### src/rtl/max7219_display_driver_pkg.sv
// Shared definitions for the MAX7219 display driver: register map, init words,
// FSM state types, digit bundle and word-building helpers.
package max7219_display_driver_pkg;

  localparam logic [7:0] REG_DIGIT0    = 8'h01;
  localparam logic [7:0] REG_DIGIT5    = 8'h06;
  localparam logic [7:0] REG_DECODE    = 8'h09;
  localparam logic [7:0] REG_INTENSITY = 8'h0A;
  localparam logic [7:0] REG_SCANLIM   = 8'h0B;
  localparam logic [7:0] REG_SHUTDOWN  = 8'h0C;
  localparam logic [7:0] REG_TEST      = 8'h0F;

  localparam int N_INIT_WORDS  = 5;
  localparam int N_FRAME_WORDS = 6;

  localparam logic [15:0] W_NORMAL_OP  = {REG_SHUTDOWN, 8'h01};
  localparam logic [15:0] W_TEST_OFF   = {REG_TEST,     8'h00};
  localparam logic [15:0] W_DECODE_ALL = {REG_DECODE,   8'hFF};
  localparam logic [15:0] W_SCAN_0_5   = {REG_SCANLIM,  8'h05};

  typedef enum logic [1:0] {ST_INIT, ST_IDLE, ST_FRAME} seq_state_t;
  typedef enum logic [1:0] {TX_IDLE, TX_SHIFT, TX_TAIL, TX_GAP} tx_state_t;

  // Field order matches the display left to right, so ces_0x sits in the LSBs.
  typedef struct packed {
    logic [2:0] min_x0;
    logic [3:0] min_0x;
    logic [2:0] sec_x0;
    logic [3:0] sec_0x;
    logic [3:0] ces_x0;
    logic [3:0] ces_0x;
  } digits_t;

  function automatic logic [15:0] init_word(input logic [2:0] idx, input logic [3:0] intensity);
    case (idx)
      3'd0:    return W_NORMAL_OP;
      3'd1:    return W_TEST_OFF;
      3'd2:    return W_DECODE_ALL;
      3'd3:    return {REG_INTENSITY, 4'h0, intensity};
      default: return W_SCAN_0_5;
    endcase
  endfunction

  // Digit register N+1 carries digit N; 3-bit tens digits are zero-extended.
  function automatic logic [15:0] digit_word(input logic [2:0] idx, input digits_t d,
                                             input logic [5:0] dp_mask);
    logic [3:0] digit;
    case (idx)
      3'd0:    digit = d.ces_0x;
      3'd1:    digit = d.ces_x0;
      3'd2:    digit = d.sec_0x;
      3'd3:    digit = {1'b0, d.sec_x0};
      3'd4:    digit = d.min_0x;
      default: digit = {1'b0, d.min_x0};
    endcase
    return {REG_DIGIT0 + {5'b0, idx}, dp_mask[idx], 3'b000, digit};
  endfunction

endpackage

### src/rtl/max7219_display_driver_if.sv
// 3-wire SPI link to the MAX7219 (Cs doubles as the LOAD strobe).
interface max7219_display_driver_if;
  logic Mosi;
  logic Cs;
  logic Clk_SPI;

  modport master (output Mosi, Cs, Clk_SPI);
  modport slave  (input  Mosi, Cs, Clk_SPI);
endinterface

### src/rtl/max7219_display_driver_spi_word_tx.sv
// Sends one 16-bit word, SPI mode 0, MSB first: Cs low for 33 half periods,
// then a 2-half-period Cs-high gap. done pulses in the last gap cycle and a
// start in that same cycle chains the next word with no extra idle cycle.
module max7219_display_driver_spi_word_tx
  import max7219_display_driver_pkg::*;
#(
  parameter int SPI_HALF = 4
) (
  input  logic        clk,
  input  logic        res,
  input  logic        start,
  input  logic [15:0] word,
  output logic        done,
  output logic        busy,
  max7219_display_driver_if.master spi
);

  localparam int            TW        = $clog2(2 * SPI_HALF);
  localparam logic [TW-1:0] HALF_LAST = TW'(SPI_HALF - 1);
  localparam logic [TW-1:0] GAP_LAST  = TW'(2 * SPI_HALF - 1);

  tx_state_t     state_q, state_d;
  logic [TW-1:0] tick_q;
  logic [3:0]    bit_q;
  logic          hi_q;
  logic [15:0]   shreg_q;
  logic          half_end;
  logic          load;

  assign half_end = (tick_q == HALF_LAST);
  assign done     = (state_q == TX_GAP) && (tick_q == GAP_LAST);
  assign load     = start && ((state_q == TX_IDLE) || done);

  // State register.
  // NOTE: sequential state uses non-blocking assignments so every flop samples pre-edge values.
  always_ff @(posedge clk) begin
    if (res) state_q <= TX_IDLE;
    else     state_q <= state_d;
  end

  // Next state: shift 16 bits, hold Cs for one tail half period, then the Cs-high gap.
  // NOTE: state_d gets a default before the case so no latch is inferred.
  always_comb begin
    state_d = state_q;
    unique case (state_q)
      TX_IDLE:  if (start) state_d = TX_SHIFT;
      TX_SHIFT: if (half_end && hi_q && (bit_q == 4'd15)) state_d = TX_TAIL;
      TX_TAIL:  if (half_end) state_d = TX_GAP;
      TX_GAP:   if (done) state_d = start ? TX_SHIFT : TX_IDLE;
      default:  state_d = TX_IDLE;
    endcase
  end

  // Datapath: half-period tick counter, clock phase, bit counter and shift register.
  always_ff @(posedge clk) begin
    if (res) begin
      tick_q  <= '0;
      bit_q   <= '0;
      hi_q    <= 1'b0;
      shreg_q <= '0;
    end else if (load) begin
      tick_q  <= '0;
      bit_q   <= '0;
      hi_q    <= 1'b0;
      shreg_q <= word;
    end else if ((state_q == TX_IDLE) || (state_d != state_q)) begin
      tick_q <= '0;
      hi_q   <= 1'b0;
    end else if ((state_q == TX_SHIFT) && half_end) begin
      tick_q <= '0;
      hi_q   <= ~hi_q;
      // Mosi advances together with the Clk_SPI falling edge.
      if (hi_q) begin
        shreg_q <= {shreg_q[14:0], 1'b0};
        bit_q   <= bit_q + 4'd1;
      end
    end else begin
      tick_q <= tick_q + 1'b1;
    end
  end

  // Pin decode: Cs low only while shifting or in the tail, Mosi forced low while Cs is high.
  always_comb begin
    spi.Cs      = 1'b1;
    spi.Clk_SPI = 1'b0;
    spi.Mosi    = 1'b0;
    busy        = (state_q != TX_IDLE);
    if (state_q == TX_SHIFT) begin
      spi.Cs      = 1'b0;
      spi.Clk_SPI = hi_q;
      spi.Mosi    = shreg_q[15];
    end else if (state_q == TX_TAIL) begin
      spi.Cs   = 1'b0;
      spi.Mosi = shreg_q[15];
    end
  end

endmodule

### src/rtl/max7219_display_driver.sv
// Stopwatch display driver: after reset sends the MAX7219 init words, then on
// each (synchronised) rising edge of clk_div with ena high snapshots the six
// digits and sends them as one frame of six register writes.
module max7219_display_driver
  import max7219_display_driver_pkg::*;
#(
  parameter int         SPI_HALF  = 4,
  parameter logic [3:0] INTENSITY = 4'h8,
  parameter logic [5:0] DP_MASK   = 6'b010100
) (
  input  logic       clk,
  input  logic       res,
  input  logic       ena,
  input  logic       clk_div,
  input  logic [3:0] ces_0X,
  input  logic [3:0] ces_X0,
  input  logic [3:0] sec_0X,
  input  logic [2:0] sec_X0,
  input  logic [3:0] min_0X,
  input  logic [2:0] min_X0,
  max7219_display_driver_if.master spi,
  output logic       busy,
  output logic       init_done
);

  seq_state_t  state_q, state_d;
  logic [2:0]  idx_q, idx_d;
  logic [1:0]  sync_q;
  logic        div_prev_q;
  logic        upd;
  logic        pending_q;
  logic        init_done_q;
  logic        frame_start;
  logic        tx_start, tx_done, tx_busy;
  logic [15:0] tx_word;
  digits_t     live, snap_q;

  assign live = {min_X0, min_0X, sec_X0, sec_0X, ces_X0, ces_0X};

  // Two-flop synchroniser for the asynchronous clk_div plus rising-edge detect.
  always_ff @(posedge clk) begin
    if (res) begin
      sync_q     <= '0;
      div_prev_q <= 1'b0;
    end else begin
      sync_q     <= {sync_q[0], clk_div};
      div_prev_q <= sync_q[1];
    end
  end

  assign upd = sync_q[1] & ~div_prev_q;

  // One-deep request flag; an update arriving in the frame-start cycle is kept.
  always_ff @(posedge clk) begin
    if (res)              pending_q <= 1'b0;
    else if (frame_start) pending_q <= upd & ena;
    else if (upd && ena)  pending_q <= 1'b1;
  end

  // Digit snapshot taken in the frame-start cycle.
  // NOTE: snapshot is pure data that is always loaded before it is read, so it carries no reset.
  always_ff @(posedge clk) begin
    if (frame_start) snap_q <= live;
  end

  // Sequencer state register, word index and init-complete flag.
  always_ff @(posedge clk) begin
    if (res) begin
      state_q     <= ST_INIT;
      idx_q       <= '0;
      init_done_q <= 1'b0;
    end else begin
      state_q <= state_d;
      idx_q   <= idx_d;
      if ((state_q == ST_INIT) && (state_d != ST_INIT)) init_done_q <= 1'b1;
    end
  end

  // Next state: idx counts words already started in the current sequence.
  always_comb begin
    state_d     = state_q;
    idx_d       = idx_q;
    frame_start = 1'b0;
    tx_start    = 1'b0;
    unique case (state_q)
      ST_INIT: begin
        if (!tx_busy || tx_done) begin
          if (idx_q != 3'(N_INIT_WORDS)) begin
            tx_start = 1'b1;
            idx_d    = idx_q + 3'd1;
          end else if (pending_q) begin
            // Chain straight into the first frame so a request made during init is served at once.
            state_d     = ST_FRAME;
            frame_start = 1'b1;
            tx_start    = 1'b1;
            idx_d       = 3'd1;
          end else begin
            state_d = ST_IDLE;
            idx_d   = '0;
          end
        end
      end
      ST_IDLE: begin
        if (pending_q && !tx_busy) begin
          state_d     = ST_FRAME;
          frame_start = 1'b1;
          tx_start    = 1'b1;
          idx_d       = 3'd1;
        end
      end
      ST_FRAME: begin
        if (tx_done) begin
          if (idx_q != 3'(N_FRAME_WORDS)) begin
            tx_start = 1'b1;
            idx_d    = idx_q + 3'd1;
          end else begin
            state_d = ST_IDLE;
            idx_d   = '0;
          end
        end
      end
      default: state_d = ST_INIT;
    endcase
  end

  // Outputs: word to send (live digits feed word 0 in the snapshot cycle) and status.
  always_comb begin
    tx_word   = init_word(idx_q, INTENSITY);
    busy      = tx_busy;
    init_done = init_done_q;
    if (frame_start)               tx_word = digit_word(3'd0, live, DP_MASK);
    else if (state_q == ST_FRAME)  tx_word = digit_word(idx_q, snap_q, DP_MASK);
  end

  max7219_display_driver_spi_word_tx #(
    .SPI_HALF(SPI_HALF)
  ) u_tx (
    .clk  (clk),
    .res  (res),
    .start(tx_start),
    .word (tx_word),
    .done (tx_done),
    .busy (tx_busy),
    .spi  (spi)
  );

endmodule

### src/flat_wrapper.sv
// flat-port wrapper written by rule: the top's interface ports become plain ports
module max7219_display_driver_flat import max7219_display_driver_pkg::*;
#(
  parameter int         SPI_HALF  = 4,
  parameter logic [3:0] INTENSITY = 4'h8,
  parameter logic [5:0] DP_MASK   = 6'b010100
)
  (clk, res, ena, clk_div, ces_0X, ces_X0, sec_0X, sec_X0, min_0X, min_X0, busy, init_done, spi_Mosi, spi_Cs, spi_Clk_SPI);
  max7219_display_driver_if spi_i ();
  input  logic clk;
  input  logic res;
  input  logic ena;
  input  logic clk_div;
  input  logic [3:0] ces_0X;
  input  logic [3:0] ces_X0;
  input  logic [3:0] sec_0X;
  input  logic [2:0] sec_X0;
  input  logic [3:0] min_0X;
  input  logic [2:0] min_X0;
  output logic busy;
  output logic init_done;
  output wire logic [$bits(spi_i.Mosi)-1:0] spi_Mosi;
  output wire logic [$bits(spi_i.Cs)-1:0] spi_Cs;
  output wire logic [$bits(spi_i.Clk_SPI)-1:0] spi_Clk_SPI;
  assign spi_Mosi = spi_i.Mosi;
  assign spi_Cs = spi_i.Cs;
  assign spi_Clk_SPI = spi_i.Clk_SPI;
  max7219_display_driver #(.SPI_HALF(SPI_HALF), .INTENSITY(INTENSITY), .DP_MASK(DP_MASK)) u_core (.clk(clk), .res(res), .ena(ena), .clk_div(clk_div), .ces_0X(ces_0X), .ces_X0(ces_X0), .sec_0X(sec_0X), .sec_X0(sec_X0), .min_0X(min_0X), .min_X0(min_X0), .spi(spi_i), .busy(busy), .init_done(init_done));
endmodule
### config.mk
export PLATFORM = sky130hd
export DESIGN_NAME = max7219_display_driver_flat
export DESIGN_NICKNAME = d
export VERILOG_FILES = /design/src/rtl/max7219_display_driver_pkg.sv /design/src/rtl/max7219_display_driver_if.sv /design/src/rtl/max7219_display_driver_spi_word_tx.sv /design/src/rtl/max7219_display_driver.sv /design/src/flat_wrapper.sv
export SDC_FILE = /design/constraint.sdc
export NUM_CORES = 1
export LEC_CHECK = 0
export ABC_AREA = 1
export ABC_CLOCK_PERIOD_IN_PS = 2350
export CORE_ASPECT_RATIO = 1.5
export CORE_MARGIN = 3
export CORE_UTILIZATION = 42
export CTS_CLUSTER_SIZE = 24
export DETAILED_ROUTE_END_ITERATION = 10
export PLACE_DENSITY_LB_ADDON = 0.15
export SYNTH_ARGS = -nofsm -noshare
export SYNTH_HDL_FRONTEND = slang
export SYNTH_HIERARCHICAL = 1
export SYNTH_SLANG_ARGS = --single-unit
export TNS_END_PERCENT = 30
### constraint.sdc
create_clock -name clk -period 2.35 [get_ports clk]
set_input_delay 0.5875 -clock clk [delete_from_list [all_inputs] [get_ports clk]]
set_output_delay 0.5875 -clock clk [all_outputs]
set_load 0.01 [all_outputs]
==> impl_metrics.env <==
export IMPL_status="finished clean"
export IMPL_die_area_um2=9140
export IMPL_wirelength_um=8390
export IMPL_setup_viol=0
export IMPL_cp_end_kind="register"
export IMPL_antenna_found_initial=0
export IMPL_worst_slew_pin_slew_ns=0.628
export IMPL_cp_arrival_ns=2.54
export IMPL_syn_area_um2=3360
export IMPL_p_sw_w=0.00231
export IMPL_drv_cap=0
export IMPL_syn_area_per_cell_um2=7.38
export IMPL_die_h_um=116
export IMPL_max_stage_delay_ns=0.33
export IMPL_drc_errors=0
export IMPL_cpLargestDelayFamily="simple AND/OR/NAND/NOR gates"
export IMPL_drv_slew=0
export IMPL_final_area_um2=4470
export IMPL_clock_path_buffers=2
export IMPL_peakVddDrop_uv=805
export IMPL_rsz0062_at_grt="yes"
export IMPL_num_vias=3066
export IMPL_path_cells="ha_4 > ha_4 > nand2_4 > inv_4 > inv_4 > nand2_4 > nand3_4 > a31oi_4 > nand2_1 > nand2_1 > nand2_1 > nand2_1 > a21oi_2 > nand2_2 > nor2_4 > nand3_4 > nand2_8 > nor2_1 > nor2_1"
export IMPL_place_hpwl_um=6080
export IMPL_cp_max_fo=7
export IMPL_diodes=0
export IMPL_ctsHtreeMaxLevel=3
export IMPL_cp_start_kind="register"
export IMPL_total_power_w=0.00560
export IMPL_yosysSeqAreaShare_pct=41.7
export IMPL_synth_seq_cells=59
export IMPL_ys_flop_type="dfxtp_1"
export IMPL_fin_crit_ns=2.28
export IMPL_max_slew_margin_pct=58.1
export IMPL_die_w_um=79.1
export IMPL_place_congestion=0.872
export IMPL_async_reset_ff_share_pct=0
export IMPL_io_buffers=30
export IMPL_yosysTopAreaCellShare_pct=22.0
export IMPL_clock_latency_ns=0.33
export IMPL_hold_class="register to register"
export IMPL_fillers=741
export IMPL_yosys_area_top_type="dfxtp_1"
export IMPL_yosysMostFrequentCell="nand2_1"
export IMPL_grt_overflow=0
export IMPL_ant_nets=0
export IMPL_initial_utilization_pct=43.6
export IMPL_drt_iter0_drc=195
export IMPL_crit_top_cell="nand2_1"
export IMPL_syn_inst=456
export IMPL_fmax_mhz=439
export IMPL_critPathKind="register to register"
export IMPL_ctsHoldBuffers=0
export IMPL_cts_sinks=59
export IMPL_fin_util_pct=58.0
export IMPL_cp_num_buf_inv=2
export IMPL_place_ws_ns=-0.121
export IMPL_cts_clk_slew_worst_paths_ns=0.05
export IMPL_placed_area_um2=4020
export IMPL_p_comb_share_pct=52.8
export IMPL_crit_slowest_cell="dfxtp_2"
export IMPL_crit_required_ns=2.62
export IMPL_yosysWarnings=6
export IMPL_track_usage_pct=19.8
export IMPL_route_detailed_wl_per_inst_um=13.2
export IMPL_cts_tree="yes"
export IMPL_powerDensity_nw_per_um2=1250
export IMPL_nets=570
export IMPL_grt_pass1_wl_um=13900
export IMPL_min_period_over_period_pct=96.9
export IMPL_first_pass_iters=4
export IMPL_worst_slack_ns=0.0719
export IMPL_cts_inserted_buffers=9
export IMPL_io_pins=31
export IMPL_synthTopCellsByArea="dfxtp_1 (22%), edfxtp_1 (20%), nand2_1 (16%)"
export IMPL_via_per_inst=4.84
export IMPL_p_leak_nw=1.99
export IMPL_p_seq_share_pct=24.4
export IMPL_multiInputGateArea_um2=1840
export IMPL_area_delta_synth_final_pct=32.9
export IMPL_grt_max_degree=17
export IMPL_ys_types=39
export IMPL_num_rows=39
export IMPL_hold_violations=0
export IMPL_ff_latch_area_um2=1410
export IMPL_synth_commonest_cells="nand2_1 (142), nor2_1 (57), inv_1 (53), dfxtp_1 (37), nand3_1 (35)"
export IMPL_switching_share_pct=41.3
export IMPL_core_area_um2=7710
export IMPL_cts_root_buf="clkbuf_16"
export IMPL_drive_above_1_share_pct=19.5
export IMPL_grt_pass1_vias=3016
export IMPL_clock_power_share_pct=22.8
export IMPL_synth_edf_count=22
export IMPL_skew_ns=0.00517
export IMPL_intPower_w=0.00329
worst register-to-register path, cell delays in order (launching register included):
cell and delay (ns):
dfxtp_2 0.33, ha_4 0.17, ha_4 0.17, nand2_4 0.07, inv_4 0.04, inv_4 0.05
nand2_4 0.05, nand3_4 0.06, a31oi_4 0.12, nand2_1 0.09, nand2_1 0.04, nand2_1 0.05
nand2_1 0.06, a21oi_2 0.18, nand2_2 0.09, nor2_4 0.18, nand3_4 0.18, nand2_8 0.17
nor2_1 0.05, nor2_1 0.09
cell type report:
type,instances,share of cell area [%]
multi-input cells,333,41.2
flip-flops and latches,59,31.6
repair buffers,64,12.7
clock buffers,13,5.59
inverters,60,5.20
well taps,102,2.85
clock inverters,3,0.867
what timing repair did:
action                     4_1_cts  5_1_grt
gates resized for setup          6       24
pin swaps                        4       22
setup buffers                    1        2
setup endpoints to repair       18       23
gates cloned                     2        0
power groups by stage:
| stage | Clock (W) | Combinational, W | Sequential (W) |
|---|---|---|---|
| after floorplan | 0 | 0.00197 | 0.00136 |
| after global placement | 0 | 0.00265 | 0.00136 |
| after detailed placement | 0 | 0.00269 | 0.00137 |
| after CTS | 0.00132 | 0.00286 | 0.00135 |
| after global routing | 0.00136 | 0.00333 | 0.00139 |
| final | 0.00128 | 0.00296 | 0.00137 |
kinds of logic after synthesis:
kind of cell,after synthesis,share of synthesized area [%]
mux,2,0.595
compound gates,44,8.07
other cells,1,0.111
simple gates,262,34.0
buf+inv,69,8.78
xor+xnor,2,0.521
flops,59,41.7
fa+ha+maj,17,6.32
through the flow:
step / hold slack, ns / std cells / setup TNS (ns)
after floorplan: 0.388 / 459 / 0
after global placement: 0.398 / 613 / -0.000601
after detailed placement: 0.401 / 613 / -1.50
after CTS: 0.409 / 632 / 0
after global routing: 0.424 / 634 / -1.96
final: 0.406 / 634 / 0
registers in the layout, summed over array words and instances, names as in the netlist, named ones only:
register	count
u_core/div_prev_q	1
u_core/u_tx/bit_q	4
u_core/idx_q	3
u_core/init_done	1
u_core/snap_q	22
u_core/u_tx/hi_q	1
u_core/u_tx/shreg_q	16
u_core/u_tx/state_q	2
u_core/sync_q	2
u_core/pending_q	1
u_core/state_q	2
u_core/u_tx/tick_q	3
cell usage in the layout, fill, tap and decap left out, types with 2 or more instances in the layout:
| master | n |
|---|---|
| nand2_4 | 3 |
| a21oi_1 | 19 |
| nand2_8 | 2 |
| ha_2 | 3 |
| dfxtp_1 | 32 |
| clkdlybuf4s50_1 | 28 |
| nand3_4 | 2 |
| nor2_2 | 5 |
| nand2_2 | 7 |
| ha_4 | 3 |
| edfxtp_1 | 22 |
| nand4_1 | 7 |
| nor2_4 | 2 |
| dlygate4sd2_1 | 2 |
| clkbuf_1 | 3 |
| conb_1 | 4 |
| nor2_1 | 55 |
| ha_1 | 11 |
| inv_4 | 3 |
| dfxtp_4 | 2 |
| a21oi_2 | 5 |
| dfxtp_2 | 3 |
| nand3b_1 | 2 |
| buf_4 | 32 |
| inv_2 | 6 |
| inv_1 | 51 |
| mux2i_1 | 2 |
| o21ai_0 | 10 |
| clkbuf_16 | 9 |
| nand3_1 | 31 |
| nand2_1 | 139 |
| nand3_2 | 6 |
final timing paths:
| kind | from | end | slack [ns] | depth (start not counted) |
|---|---|---|---|---|
| worst max register to register | u_core/u_tx/tick_q[0] | u_core/u_tx/shreg_q[10] | 0.07 | 19 |
| worst min register to register | u_core/sync_q[0] | u_core/sync_q[1] | 0.41 | 2 |
| worst max-delay path | u_core/u_tx/tick_q[0] | u_core/u_tx/shreg_q[10] | 0.07 | 19 |
| worst min-delay path | u_core/sync_q[0] | u_core/sync_q[1] | 0.41 | 2 |
routing by layer:
metal | vias up | global-route usage (%) | wire length (um)
met1 | 1387 | 21.4 | 3530
met3 | 17 | 4.90 | 358
met5 | - | 0 | 0
met2 | 57 | 35.3 | 4290
met4 | 0 | 10.2 | 214
li1 | 1605 | - | -
Note: power is estimated with default switching activity, not from simulation.
